## src/rtl/dm_arbiter.sv

```systemverilog
// Two-master round-robin arbiter in front of the single-port data memory.
// Grants one owner at a time and bounds its burst length while the other master waits.
module dm_arbiter #(
  parameter int unsigned ADDR_W    = 32,
  parameter int unsigned DATA_W    = 32,
  parameter int unsigned MAX_BURST = 4
) (
  input  logic              clk,
  input  logic              rst,
  input  logic              m0_req,
  input  logic              m0_we,
  input  logic [ADDR_W-1:0] m0_addr,
  input  logic [DATA_W-1:0] m0_wdata,
  output logic [DATA_W-1:0] m0_rdata,
  output logic              m0_ack,
  input  logic              m1_req,
  input  logic              m1_we,
  input  logic [ADDR_W-1:0] m1_addr,
  input  logic [DATA_W-1:0] m1_wdata,
  output logic [DATA_W-1:0] m1_rdata,
  output logic              m1_ack,
  output logic [ADDR_W-1:0] mem_addr,
  output logic [DATA_W-1:0] mem_wdata,
  output logic              mem_we,
  input  logic [DATA_W-1:0] mem_rdata
);

  localparam int unsigned CNT_W = (MAX_BURST > 1) ? $clog2(MAX_BURST) : 1;
  localparam logic [CNT_W-1:0] CNT_MAX = CNT_W'(MAX_BURST - 1);

  typedef enum logic [1:0] {
    IDLE = 2'd0,
    OWN0 = 2'd1,
    OWN1 = 2'd2
  } state_t;

  state_t           state, state_nxt;
  logic             last, last_nxt;
  logic [CNT_W-1:0] cnt, cnt_nxt;
  logic             own_req, oth_req, own_id;

  // Read data is a plain fan-out; masters only sample it while acked.
  assign m0_rdata = mem_rdata;
  assign m1_rdata = mem_rdata;

  always_ff @(posedge clk or posedge rst) begin
    if (rst) begin
      state <= IDLE;
      last  <= 1'b1;
      cnt   <= '0;
    end else begin
      state <= state_nxt;
      last  <= last_nxt;
      cnt   <= cnt_nxt;
    end
  end

  always_comb begin
    state_nxt = state;
    last_nxt  = last;
    cnt_nxt   = cnt;
    m0_ack    = 1'b0;
    m1_ack    = 1'b0;
    mem_we    = 1'b0;
    mem_addr  = '0;
    mem_wdata = '0;
    own_req   = 1'b0;
    oth_req   = 1'b0;
    own_id    = 1'b0;

    case (state)
      IDLE: begin
        cnt_nxt = '0;
        // On a tie the master that did not own last time wins.
        if (m0_req && m1_req) state_nxt = last ? OWN0 : OWN1;
        else if (m0_req)      state_nxt = OWN0;
        else if (m1_req)      state_nxt = OWN1;
      end
      OWN0: begin
        own_id    = 1'b0;
        own_req   = m0_req;
        oth_req   = m1_req;
        mem_addr  = m0_addr;
        mem_wdata = m0_wdata;
        mem_we    = m0_req & m0_we;
        m0_ack    = m0_req;
      end
      OWN1: begin
        own_id    = 1'b1;
        own_req   = m1_req;
        oth_req   = m0_req;
        mem_addr  = m1_addr;
        mem_wdata = m1_wdata;
        mem_we    = m1_req & m1_we;
        m1_ack    = m1_req;
      end
      default: state_nxt = IDLE;
    endcase

    // Owner keeps the port until it stops asking or its burst budget runs out under contention.
    if (state != IDLE) begin
      if (own_req && (!oth_req || (cnt < CNT_MAX))) begin
        if (cnt < CNT_MAX) cnt_nxt = CNT_W'(cnt + 1'b1);
      end else begin
        cnt_nxt   = '0;
        last_nxt  = own_id;
        state_nxt = oth_req ? (own_id ? OWN0 : OWN1) : IDLE;
      end
    end
  end

endmodule

```

## config.mk

```make
export PLATFORM = sky130hd
export DESIGN_NAME = dm_arbiter
export DESIGN_NICKNAME = d
export VERILOG_FILES = /design/src/rtl/dm_arbiter.sv
export SDC_FILE = /design/constraint.sdc
export NUM_CORES = 1
export LEC_CHECK = 0
export ABC_AREA = 1
export BUFFER_PORTS_ARGS = -buffer_cell sky130_fd_sc_hd__buf_2
export CORE_AREA = 2 2 116 118
export CTS_CLUSTER_SIZE = 40
export DETAILED_ROUTE_END_ITERATION = 10
export DIE_AREA = 0 0 118 120
export PLACE_DENSITY_LB_ADDON = 0.15
export SLEW_MARGIN = 20
export SYNTH_ARGS = -nofsm -noshare
export SYNTH_HDL_FRONTEND = slang
export SYNTH_SLANG_ARGS = --single-unit
```

## constraint.sdc

```tcl
create_clock -name clk -period 3.6 [get_ports clk]
set_input_delay 0.18 -clock clk [delete_from_list [all_inputs] [get_ports clk]]
set_output_delay 0.18 -clock clk [all_outputs]
set_load 0.1 [all_outputs]
```

==> results of run 1 <==
-- worst paths after layout --
path / startpoint / cells past startpoint / slack [ps] / to
max in group asynchronous: rst / 3 / 2950 / last
min: mem_rdata[6] / 0 / 360 / m0_rdata[6]
max reg2reg: state[1] / 9 / 1450 / state[1]
max: state[1] / 8 / 1000 / mem_we
min reg2reg: last / 2 / 480 / last
min in group asynchronous: rst / 3 / 400 / cnt[0]
-- cell usage after synthesis --
cell / n
a21oi_1: 67
buf_2: 15
buf_4: 68
clkbuf_1: 2
dfrtp_1: 4
dfstp_2: 1
ha_1: 4
inv_1: 9
mux2i_1: 1
nand2_1: 144
nand2_2: 1
nand3_1: 1
nand4_1: 2
nor3_1: 2
o211ai_1: 1
o21ai_0: 1
o21ai_1: 2
xor2_1: 1
-- worst max-delay path, stage by stage (launching register included) --
cell and delay (ps):
dfrtp_1 380, inv_1 110, ha_2 620, buf_12 270, nand2_1 90, inv_1 70, nand2_1 50, a21oi_1 130
buf_2 440
-- cell type report --
cell class	count	share of cell area, %
Tap cell	176	8.700
Inverter	9	1.335
Timing Repair Buffer	205	42.12
Clock buffer	4	3.114
Multi-Input combinational cell	227	39.74
Sequential cell	5	4.993
-- cell families after synthesis --
| family | synth area share, % |
|---|---|
| and+or+nand+nor | 32.74 |
| DFF | 7.204 |
| buffers and inverters | 35.73 |
| muxes | 0.5706 |
| AOI/OAI and AO/OA | 20.40 |
| xor gates and xnor gates | 0.4994 |
| adders and majority gates | 2.853 |
-- layer usage --
layer	up-vias	track usage, %	wire length (um)
met1	1059	10.11	2773
met4	0	3.539	190
li1	1218	-	-
met3	22	2.376	602
met5	-	0	0
met2	116	19.26	3853
-- flip-flops by register name, indices dropped and copies added, names as in the netlist --
name   count
cnt        2
last       1
state      2
-- power groups by stage --
stage / combinational, mW / clock [mW] / sequential [mW]
finish: 2.32 / 0.182 / 0.0884
detailed placement: 2.35 / 0 / 0.0888
floorplan: 2.26 / 0 / 0.0864
global placement: 2.34 / 0 / 0.0895
global route: 2.47 / 0.190 / 0.0910
CTS: 2.35 / 0.186 / 0.0883
-- stage by stage --
| stage | instances | total power, mW |
|---|---|---|
| floorplan | 326 | 2.349 |
| global placement | 621 | 2.433 |
| detailed placement | 621 | 2.435 |
| CTS | 626 | 2.625 |
| global route | 626 | 2.749 |
| finish | 626 | 2.587 |
-- timing repair --
action | in CTS | in global routing
endpoints found under the hold margin | 4 | 0
buffers inserted | 0 | 0
hold buffers | 1 | 0
==> results.txt, run 1 <==
Post-Syn Nets = 496
Biggest area consumer among synthesized cells = nand2_1
Worst Setup End Kind = primary output
Clk Latency, worst-skew pair = 230 ps
Area of the multi-input gates = 1006 um2
Gate power share = 89.5%
Reg clk slew, reported paths = 30 ps
Netlist cell types = 18
Setup slack after placement = 1191 ps
Int Pwr = 596.9 uW
Row Count = 42
Sequential area share after synthesis = 7.204%
Worst endpoint data arrival time = 2420 ps
Setup TNS = 0 ps
Final Critical Period = 2596 ps
Antenna-violating nets left = 0
Worst Max-Slew Pin Slew = 659.5 ps
Sw Share = 76.93%
Hold crit path type = in -> out
Core Box Area = 12980 um2
Drt drc = 0
Total net switching power = 1.990 mW
Leak Pwr = 1.342 nW
Final setup viols = 0
GRT Util Overall = 9.851%
CTS tree = built
Worst EP required = 3420 ps
Max_cap viols = 0
WHS = 360.0 ps
Area delta synth->final = 44.29%
Ys Warns = 0
HPWL Detailed = 5863 um
Die width = 118 um
Max Clk Rate = 0.3852 GHz
Tcrit/Tclk final = 72.11%
First-pass GRT wire length = 11490 um
Post-CTS sizing = 0
Starting Density = 13.51%
Most common cell after layout, fill and taps aside = buf_2
Final WL = 7420 um
Vias per cell = 3.858
CTS sink cnt = 5
Fin area = 2531 um2
Commonest non-fill, non-tap cells in the layout = buf_2 (200), nand2_1 (144), a21oi_1 (67), inv_1 (8), dfrtp_1 (4)
Diodes inserted = 0
Slew margin rel. = 56.04%
Worst-path fanout max = 34
RSZ-0062 raised after global routing = false
Initial antenna violation count = 0
Max VDD drop = 0.0003854 V
Final #Nets = 621
Via count = 2415
CTS H-tree lvls = 1
Critical path type = reg -> out
Sequential share of power = 3.4%
Vias in the first global route = 2393
Top Ports = 297
Fin. Hold Viols = 0
Clk pwr share = 7.0%
Run status = finished clean
Routed wire per std cell = 11.85 um
Setup slack after layout = 1004 ps
Synthesized area = 1754 um2
Placed cell area = 2442 um2
Root Driver = clkbuf_16
Top cell type's share of synthesized area = 30.81%
Fin util = 19.50%
FF+latch count, synth = 5
Pre-antenna DRT Iters = 4
Post-Route Skew = 0.2912 ps
Syn_area_per_cell = 5.381 um2
Max Root-Sink Buffers = 2
Port Buffer Count = 200
Largest net degree at the start of global routing = 36
Height of the die = 120 um
Power density over the cells = 1022 nW/um2
TritonCTS Buffers = 3
Slew Limit Fails = 0
Fillers = 1561
Startpoint class of the critical path = flip-flop
Share of cells above drive strength 1 = 47.11%
Mapped Cells = 326
FF+latch area = 126.4 um2
Total grt overflow = 0
Synth area leaders = nand2_1 (31%), buf_4 (29%), a21oi_1 (19%)
Number of DRC markers in iteration 0 = 62
Die footprint = 14160 um2
Routability cong. = 0.7877
No activity file was read; power rests on OpenSTA's default activity.
==> run 2: changes to the inputs <==
==> constraint.sdc (replaced) <==
create_clock -name clk -period 2.65 [get_ports clk]
set_input_delay 0.1325 -clock clk [delete_from_list [all_inputs] [get_ports clk]]
set_output_delay 0.1325 -clock clk [all_outputs]
set_load 0.1 [all_outputs]
==> run 2 against run 1 <==
Compared with the run above: global-route usage down 0.37 points; non-clock buffer count up 3; critical path depth down 2; die area unchanged; clock skew up 0.59 ps; flip-flop and latch count unchanged; total power up 39%; combinational power up 39%; critical path type unchanged; setup slack worse by 610 ps; final cell count up 0.48%.
==> results.txt, run 2 (synthesis gave the netlist of run 1 again) <==
Routability cong. = 0.7362
Startpoint class of the critical path = flip-flop
Setup slack after layout = 389.9 ps
RSZ-0062 raised after global routing = false
Sw Share = 76.07%
Port Buffer Count = 200
Total net switching power = 2.733 mW
Root Driver = clkbuf_16
Die width = 118 um
Power density over the cells = 1372 nW/um2
Final WL = 7299 um
Fin util = 20.18%
Worst Setup End Kind = primary output
Sequential share of power = 3.4%
Dpl cells = 624
HPWL Detailed = 5931 um
Top Ports = 297
Vias per cell = 3.871
Vias in the first global route = 2267
GRT Util Overall = 9.481%
Hold path start = mem_rdata[2]
Area delta synth->final = 49.29%
Setup slack after placement = 579.8 ps
Total grt overflow = 0
Slew Limit Fails = 0
WHS = 265.0 ps
Most common cell after layout, fill and taps aside = buf_2
Initial antenna violation count = 0
Final Critical Period = 2260 ps
Drt drc = 0
Gate power share = 89.8%
Post-CTS sizing = 0
Fin. Hold Viols = 0
Hold Crit Depth = 0
CTS sink cnt = 5
Antenna-violating nets left = 0
Core Box Area = 12980 um2
Setup TNS = 0 ps
Pre-antenna DRT Iters = 4
Clk Latency, worst-skew pair = 220 ps
Clk pwr share = 6.8%
CTS Hold Bufs = 1
Max Clk Rate = 0.4425 GHz
Die footprint = 14160 um2
Hold Path Sink = m0_rdata[2]
Max Root-Sink Buffers = 2
Fillers = 1518
Routed wire per std cell = 11.60 um
Worst EP required = 2520 ps
Setup Buffers After CTS = 0
Reg clk slew, reported paths = 30 ps
Max_cap viols = 0
Via count = 2435
First-pass GRT wire length = 11160 um
R2r endpoint = state[1]
Post-Layout Cell Count = 629
Leak Pwr = 1.360 nW
Critical R2R Launch = state[0]
TritonCTS Buffers = 3
Final #Nets = 624
Max VDD drop = 0.0004423 V
Share of cells above drive strength 1 = 50.55%
Run status = finished clean
Worst Max-Slew Pin Slew = 528.0 ps
CTS H-tree lvls = 1
Number of DRC markers in iteration 0 = 71
CTS tree = built
Diodes inserted = 0
Starting Density = 13.51%
Row Count = 42
Hold crit path type = in -> out
Critical path type = reg -> out
Worst R2R Setup Slack = 810 ps
FF-to-FF path depth = 9
Largest net degree at the start of global routing = 28
Final setup viols = 0
Post-Route Skew = 0.8854 ps
Height of the die = 120 um
Worst endpoint data arrival time = 2130 ps
Tcrit/Tclk final = 85.29%
Biggest regs = cnt x2, state x2, last x1
Int Pwr = 859.7 uW
Worst-path fanout max = 23
Slew margin rel. = 65.04%
Commonest non-fill, non-tap cells in the layout = buf_2 (200), nand2_1 (144), a21oi_1 (53), a21oi_2 (14), inv_1 (8)
run 2: cell types whose count changed in the layout (fill, tap and decap cells not counted):
cell,previous run,this run
a21oi_2,0,14
buf_4,2,4
buf_12,2,3
a21oi_1,67,53
run 2: stage by stage:
step | instance area (um2) | power [mW]
6_report | 2619 | 3.593
5_1_grt | 2619 | 3.798
4_1_cts | 2619 | 3.643
3_5_place_dp | 2530 | 3.389
3_3_place_gp | 2530 | 3.400
2_1_floorplan | 1807 | 3.246
run 2: metal layers:
layer  share of wire, %  global-route usage [%]  vias up
met3                9.5                   2.947       18
met2                 51                   17.99      135
met4                1.3                   1.657        0
met1                 38                   10.43     1058
met5                  0                       0        -
li1                   -                       -     1224
run 2: worst max-delay path, stage by stage, from the launching register on:
cell	delay, ps
dfrtp_1	400
inv_1	110
ha_2	380
buf_4	320
nand2_1	80
a21oi_1	160
buf_2	450
run 2: how the worst max path moves through the flow:
stage / from / end / slack [ps] / cells after the start
floorplan: state[1] / mem_addr[10] / -30 / 6
global placement: state[0] / mem_we / 610 / 8
detailed placement: state[0] / mem_wdata[22] / 580 / 6
CTS: state[0] / mem_wdata[22] / 330 / 6
global route: state[0] / mem_we / 180 / 8
finish: state[0] / mem_wdata[22] / 390 / 6
run 2: final cells by class:
| class | instances | area, um2 | area share (%) |
|---|---|---|---|
| inverters | 9 | 33.78 | 1.290 |
| multi-input cells | 227 | 1059 | 40.42 |
| flip-flops and latches | 5 | 126.4 | 4.826 |
| clock buffers | 4 | 78.83 | 3.010 |
| well taps | 176 | 220.2 | 8.409 |
| repair buffers | 208 | 1101 | 42.05 |
run 2: power groups by stage:
stage / clock (mW) / sequential [mW] / combinational, mW
finish: 0.244 / 0.122 / 3.23
global route: 0.257 / 0.125 / 3.42
CTS: 0.248 / 0.123 / 3.27
detailed placement: 0 / 0.123 / 3.27
global placement: 0 / 0.122 / 3.28
floorplan: 0 / 0.117 / 3.13
==> run 3: changes to the inputs <==
--- a/config.mk
+++ b/config.mk
@@ -12,6 +12,7 @@
 export DETAILED_ROUTE_END_ITERATION = 10
 export DIE_AREA = 0 0 118 120
 export PLACE_DENSITY_LB_ADDON = 0.15
+export SETUP_SLACK_MARGIN = 0.5
 export SLEW_MARGIN = 20
 export SYNTH_ARGS = -nofsm -noshare
 export SYNTH_HDL_FRONTEND = slang
==> run 3 against run 2 <==
Compared with the run above: global-route usage decreased by 0.27 points; flip-flop and latch count unchanged; combinational power increased by 6%; fmax increased by 9.0%; total power increased by 5.2%; largest power group unchanged; setup slack improved by 190 ps; critical path depth unchanged; highest routed layer unchanged; wire length decreased by 3.4%; sequential share of layout area decreased by 0.34 points; cell area increased by 7.5%; core utilization increased by 1.5 points.
==> results.txt, run 3 (synthesis gave the netlist of run 1 again) <==
Setup slack after placement = 452.8 ps
Max Clk Rate = 0.4824 GHz
Hold path start = mem_rdata[8]
GR Util met3 = 2.947%
Top Ports = 297
Initial antenna violation count = 0
Final WL = 7051 um
Slew Limit Fails = 0
Vias in the first global route = 2363
Hold crit path type = in -> out
Max_cap viols = 0
Max VDD drop = 0.0005156 V
Commonest non-fill, non-tap cells in the layout = nand2_1 (144), buf_2 (135), buf_4 (53), a21oi_1 (52), a21oi_2 (15)
RSZ-0062 raised after global routing = true
Power density over the cells = 1343 nW/um2
R2r endpoint = state[0]
Met2 global-route usage = 17.37%
Setup slack after layout = 577.1 ps
Worst endpoint data arrival time = 1940 ps
Die width = 118 um
CTS tree = built
Root Driver = clkbuf_16
Worst-path fanout max = 35
Share of cells above drive strength 1 = 50.55%
GRT Util Overall = 9.212%
Antenna-violating nets left = 0
Via count = 2423
Hold Crit Depth = 0
Reg clk slew, reported paths = 30 ps
Number of DRC markers in iteration 0 = 68
Starting Density = 13.51%
Drt drc = 0
Vias per cell = 3.864
Core Box Area = 12980 um2
TritonCTS Buffers = 3
Clk Latency, worst-skew pair = 230 ps
Final setup viols = 0
Routability cong. = 0.7829
GR Util met1 = 9.433%
Worst Setup End Kind = primary output
Fin. Hold Viols = 0
Worst Max-Slew Pin Slew = 487.4 ps
Area delta synth->final = 60.49%
First-pass GRT wire length = 11010 um
Slew margin rel. = 67.73%
Worst R2R Setup Slack = 730 ps
Routed wire per std cell = 11.25 um
Diodes inserted = 0
Port Buffer Count = 200
Height of the die = 120 um
Final Critical Period = 2073 ps
Total grt overflow = 0
Run status = finished clean
Setup TNS = 0 ps
Critical path type = reg -> out
WHS = 265.0 ps
Busiest grt layer = met2
Most common cell after layout, fill and taps aside = nand2_1
Die footprint = 14160 um2
CTS H-tree lvls = 1
Leak Pwr = 1.354 nW
Critical R2R Launch = state[0]
Final #Nets = 622
Tcrit/Tclk final = 78.22%
Worst EP required = 2520 ps
Biggest regs = cnt x2, state x2, last x1
Pre-antenna DRT Iters = 4
HPWL Detailed = 5516 um
CTS sink cnt = 5
Max Root-Sink Buffers = 2
Largest net degree at the start of global routing = 36
FF-to-FF path depth = 9
Hold Path Sink = m1_rdata[8]
Startpoint class of the critical path = flip-flop
Post-Route Skew = 0.6887 ps
Row Count = 42
[run 3: cell types whose count changed in the layout (fill, tap and decap cells not counted), moves of 4 or more]
cell      change
buf_6         +4
buf_4        +49
buf_2        -65
clkbuf_4      +9
[run 3: cell type report]
cell class	instances	area [um2]
sequential	5	126.4
fill	1526	10160
clock buffer	4	78.83
tap	176	220.2
timing repair buffer	206	1276
multi-input combinational	227	1072
inverter	9	41.29
[run 3: metrics by stage]
stage	cell area, um2	util, %	power [mW]	cells
finish	2815	21.69	3.780	627
global route	2815	21.69	4.000	627
CTS	2750	21.19	3.764	627
detailed placement	2519	19.40	3.365	622
global placement	2519	19.40	3.367	622
floorplan	1810	-	3.249	326
[run 3: critical path: stages (launching register included)]
cell and delay, ps:
dfrtp_1 380, inv_1 120, ha_1 390, inv_8 110, buf_12 200, a21oi_1 130
clkbuf_4 340
[run 3: repair_timing]
action                     4_1_cts  5_1_grt
hold endpoints to repair         4        0
hold buffers                     1        0
setup endpoints to repair       68       65
buffers inserted                 0        0
gates resized for setup         57       21
[run 3: how the worst max path moves through the flow]
| stage | slack [ps] | cells past startpoint | from | to |
|---|---|---|---|---|
| 6_report | 580 | 6 | state[0] | mem_wdata[9] |
| 5_1_grt | 470 | 6 | state[0] | mem_addr[15] |
| 4_1_cts | 420 | 6 | state[0] | mem_wdata[9] |
| 3_5_place_dp | 450 | 9 | state[0] | state[0] |
| 3_3_place_gp | 510 | 9 | state[0] | state[1] |
| 2_1_floorplan | -30 | 6 | state[1] | mem_addr[10] |
[run 3: power by group]
group | internal (mW) | switching, mW | leakage (nW)
combinational | 0.714 | 2.70 | 1.25
sequential | 0.104 | 0.0207 | 0.0643
clock | 0.199 | 0.0464 | 0.0382
total | 1.02 | 2.76 | 1.35
[run 3: per-layer routing]
metal	share of wire, %	up-vias	wire (um)
met2	49	136	3447
li1	-	1218	-
met3	9.3	29	657
met4	3.0	0	211
met1	39	1040	2735
met5	0	-	0
